===== src/rtl/display_timing_gen.sv =====
// display_timing_gen: pix_en-paced raster counters with registered x/y/valid/sync/frame_start decode
module display_timing_gen #(
  parameter int H_ACTIVE = 1280,
  parameter int H_FP     = 48,
  parameter int H_SYNC   = 112,
  parameter int H_BP     = 248,
  parameter int V_ACTIVE = 1024,
  parameter int V_FP     = 1,
  parameter int V_SYNC   = 3,
  parameter int V_BP     = 38,
  parameter bit HS_POL   = 1'b1,
  parameter bit VS_POL   = 1'b0
) (
  input  logic        clk,
  input  logic        reset,
  input  logic        pix_en,
  output logic [10:0] x,
  output logic [9:0]  y,
  output logic        valid,
  output logic        hsync,
  output logic        vsync,
  output logic        frame_start
);
  localparam int H_TOTAL = H_ACTIVE + H_FP + H_SYNC + H_BP;
  localparam int V_TOTAL = V_ACTIVE + V_FP + V_SYNC + V_BP;
  localparam logic [10:0] H_LAST = 11'(H_TOTAL - 1);
  localparam logic [10:0] V_LAST = 11'(V_TOTAL - 1);
  localparam logic [10:0] HA     = 11'(H_ACTIVE);
  localparam logic [10:0] VA     = 11'(V_ACTIVE);
  localparam logic [10:0] HS_B   = 11'(H_ACTIVE + H_FP);
  localparam logic [10:0] HS_E   = 11'(H_ACTIVE + H_FP + H_SYNC);
  localparam logic [10:0] VS_B   = 11'(V_ACTIVE + V_FP);
  localparam logic [10:0] VS_E   = 11'(V_ACTIVE + V_FP + V_SYNC);
  if (H_TOTAL > 2047 || V_TOTAL > 2047 || V_ACTIVE > 1024) begin : g_bad_geometry
    $error("display_timing_gen: geometry does not fit the 11-bit counters / 10-bit y");
  end
  logic [10:0] h_cnt, v_cnt;
  logic        h_end, v_end, act, hs_on, vs_on, origin;
  always_comb begin
    h_end  = h_cnt == H_LAST;
    v_end  = v_cnt == V_LAST;
    act    = h_cnt < HA && v_cnt < VA;
    hs_on  = h_cnt >= HS_B && h_cnt < HS_E;
    vs_on  = v_cnt >= VS_B && v_cnt < VS_E;
    origin = h_cnt == 11'd0 && v_cnt == 11'd0;
  end
  // outputs register the decode of the pre-increment counters, so pixel (h,v) appears one pix_en later
  always_ff @(posedge clk) begin
    if (reset) begin
      h_cnt       <= '0;
      v_cnt       <= '0;
      x           <= '0;
      y           <= '0;
      valid       <= 1'b0;
      hsync       <= ~HS_POL;
      vsync       <= ~VS_POL;
      frame_start <= 1'b0;
    end else if (pix_en) begin
      h_cnt       <= h_end ? '0 : h_cnt + 11'd1;
      v_cnt       <= h_end ? (v_end ? '0 : v_cnt + 11'd1) : v_cnt;
      x           <= act ? h_cnt : '0;
      y           <= act ? v_cnt[9:0] : '0;
      valid       <= act;
      hsync       <= hs_on ? HS_POL : ~HS_POL;
      vsync       <= vs_on ? VS_POL : ~VS_POL;
      frame_start <= origin;
    end
  end
endmodule


===== config.mk =====
export PLATFORM = sky130hd
export DESIGN_NAME = display_timing_gen
export DESIGN_NICKNAME = d
export VERILOG_FILES = /design/src/rtl/display_timing_gen.sv
export SDC_FILE = /design/constraint.sdc
export NUM_CORES = 1
export LEC_CHECK = 0
export ABC_CLOCK_PERIOD_IN_PS = 3200
export BUFFER_PORTS_ARGS = -buffer_cell sky130_fd_sc_hd__buf_2
export CAP_MARGIN = 0
export CORE_MARGIN = 3
export CORE_UTILIZATION = 60
export DETAILED_ROUTE_END_ITERATION = 10
export PLACE_DENSITY = 0.83
export RECOVER_POWER = 100
export SLEW_MARGIN = 20
export SYNTH_ARGS = -nofsm -noshare
export SYNTH_HDL_FRONTEND = slang
export SYNTH_SLANG_ARGS = --single-unit
export TNS_END_PERCENT = 1

===== constraint.sdc =====
create_clock -name clk -period 3.2 [get_ports clk]
set_input_delay 0.16 -clock clk [delete_from_list [all_inputs] [get_ports clk]]
set_output_delay 0.16 -clock clk [all_outputs]
set_load 0.02 [all_outputs]

==> impl_metrics.json <==
{
  "synth-seq-cells": 47,
  "grt_pass1_vias": 1550,
  "postCtsSetupBuffers": 0,
  "endpoint_kind": "flop",
  "core_area_um2": 3150,
  "finalMaxSlewViolations": 0,
  "antenna_found_initial": 0,
  "drtIter0Drc": 137,
  "min_period_over_period_pct": 74.1,
  "skew_ps": 10.2,
  "worstPathRequired_ps": 3430,
  "wl_per_cell_um": 14.8,
  "syn_nets": 232,
  "globalplace.congestion": 0.799,
  "powerDensity_nw_per_um2": 487,
  "synth_warnings": 0,
  "start_kind": "flop",
  "relSlewSlack_pct": 44.3,
  "cts.htree.levels": 2,
  "finalHoldViolations": 0,
  "ios": 28,
  "die_h_um": 64.4,
  "grt_max_degree": 29,
  "grt_overflow": 0,
  "cts_tree": "built",
  "syn_to_final_growth_pct": 7.96,
  "rsz0062_at_grt": "false",
  "root_buffer": "clkbuf_4",
  "fin_cells": 291,
  "syn_area_um2": 2040,
  "synthDominantCellAreaShare_pct": 46.1,
  "seq_area_frac_synth_pct": 46.1,
  "vdd_drop_max_mv": 0.343,
  "dr_total_vias": 1673,
  "worst_path_most_repeated_cell": "or4_1",
  "p_leak_uw": 0.000812,
  "post-dp-hpwl_um": 2870,
  "row_count": 20,
  "placedCellCount": 283,
  "netlist_top_cells_area": "dfxtp_1, a22oi_1, nor2_1, xor2_1, ha_1",
  "avgViaCountPerCell": 5.75,
  "synth_edf_count": 0,
  "crit_path_max_fanout": 8,
  "syn_area_per_cell_um2": 9.12,
  "drc": 0,
  "max_freq_ghz": 0.421,
  "drtPass1Iterations": 4,
  "async_reset_ff_share_pct": 0,
  "placed_cell_area_um2": 2190,
  "synth_top_area_cell": "dfxtp_1",
  "die_w_um": 64.4,
  "design_area_um2": 2210,
  "worst_pin_slew_ps": 827,
  "cap_violations": 0,
  "clk_latency_ps": 360,
  "track_usage_pct": 22.4,
  "port_buffers": 27,
  "syn-instance-count": 224,
  "path_class": "flop to flop",
  "numClockSinks": 47,
  "clkTransAtPathRegs_ps": 140,
  "finalCriticalPeriod_ps": 2370,
  "post_cts_resized": 0,
  "tns_ps": 0,
  "numCtsBuffers": 5,
  "cpPeakStageDelay_ps": 680,
  "ant_nets": 0,
  "drive_gt1_share_pct": 6.07,
  "grt_pass1_wl_um": 7250,
  "path_delay_family": "simple AND/OR/NAND/NOR gates",
  "crit_chain": "or4_1 > or4_1 > o21ai_0 > nor2_1",
  "synth.distinct_cells": 39,
  "synthFlopType": "dfxtp_1",
  "slowest_stage": "o21ai_0",
  "path_buf_inv": 0,
  "setup_viol": 0,
  "final_nets": 254,
  "ctsHoldBuffers": 0,
  "diodes": 0,
  "worstHoldPathType": "input port to flop",
  "drt-total-wl_um": 4290,
  "die_area_um2": 4140,
  "start_util_pct": 64.8,
  "cts.path.max_buffers": 2,
  "arrival_ps": 2600,
  "status": "finished clean"
}
==> power by group <==
group	switching, uW	internal, uW
combinational	33.1	13.4
clock	186	244
sequential	5.66	591
==> metrics by stage <==
step           setup WS, ps  utilization, %  hold slack [ps]  total power, uW
3_5_place_dp           1270            69.4              455              658
6_report                827            70.0              240             1070
3_3_place_gp           1290            69.4              457              658
2_1_floorplan          1530               -              466              646
4_1_cts                1340            72.6              151             1080
5_1_grt                 631            70.0              246             1110
==> cells in the mapped netlist (6+ instances only) <==
cell type / number
nor2_1: 39
xor2_1: 8
a22oi_1: 21
nand4_1: 7
buf_2: 7
clkbuf_1: 6
nand2_1: 10
inv_1: 8
dfxtp_1: 47
o21ai_0: 7
a21oi_1: 8
==> metal layers <==
metal / GRT usage, % / vias to the layer above / part of all wire (%)
li1: - / 842 / -
met1: 32.3 / 779 / 52
met2: 32.1 / 46 / 41
met3: 6.15 / 6 / 6.2
met4: 7.12 / 0 / 1.2
met5: 0 / - / 0
==> final timing paths <==
| check | to | from | depth (start not counted) | slack (ps) |
|---|---|---|---|---|
| min | x[1] | reset | 2 | 240 |
| max reg2reg | v_cnt[3] | v_cnt[2] | 4 | 830 |
| min reg2reg | frame_start | frame_start | 2 | 470 |
| max | v_cnt[3] | v_cnt[2] | 4 | 830 |
==> flip-flops by register name, summed over array words and instances, names as in the netlist <==
name,cells
frame_start,1
h_cnt,11
hsync,1
v_cnt,11
valid,1
vsync,1
x,11
y,10
==> cells in the final DEF (no fill, tap or decap), types with 4 or more instances in the layout <==
cell type	n
xor2_1	8
clkbuf_1	27
inv_1	8
ha_1	5
o21ai_0	8
and3_1	4
or3_1	5
a22oi_1	21
nor3_1	5
nor2_1	39
nand4_1	8
dfxtp_1	47
a21oi_1	8
nand3_1	6
clkbuf_4	5
nand2_1	10
==> layout make-up <==
class,instances,area [um2]
Clock buffer,6,41.3
Clock inverter,2,60.1
Fill cell,263,947
Inverter,9,33.8
Multi-Input combinational cell,155,965
Sequential cell,47,941
Tap cell,44,55.1
Timing Repair Buffer,28,110
==> cells by family (layout without fill, tap and decap cells) <==
family / Yosys count / count (layout) / synth area share, %
compound gates: 44 / 44 / 14.8
simple gates: 92 / 92 / 25.4
mux: 3 / 3 / 1.47
flops: 47 / 47 / 46.1
fa+ha+maj: 5 / 5 / 3.06
buf+inv: 22 / 45 / 4.47
xor+xnor: 11 / 11 / 4.72
(Power assumes the default switching activity.)
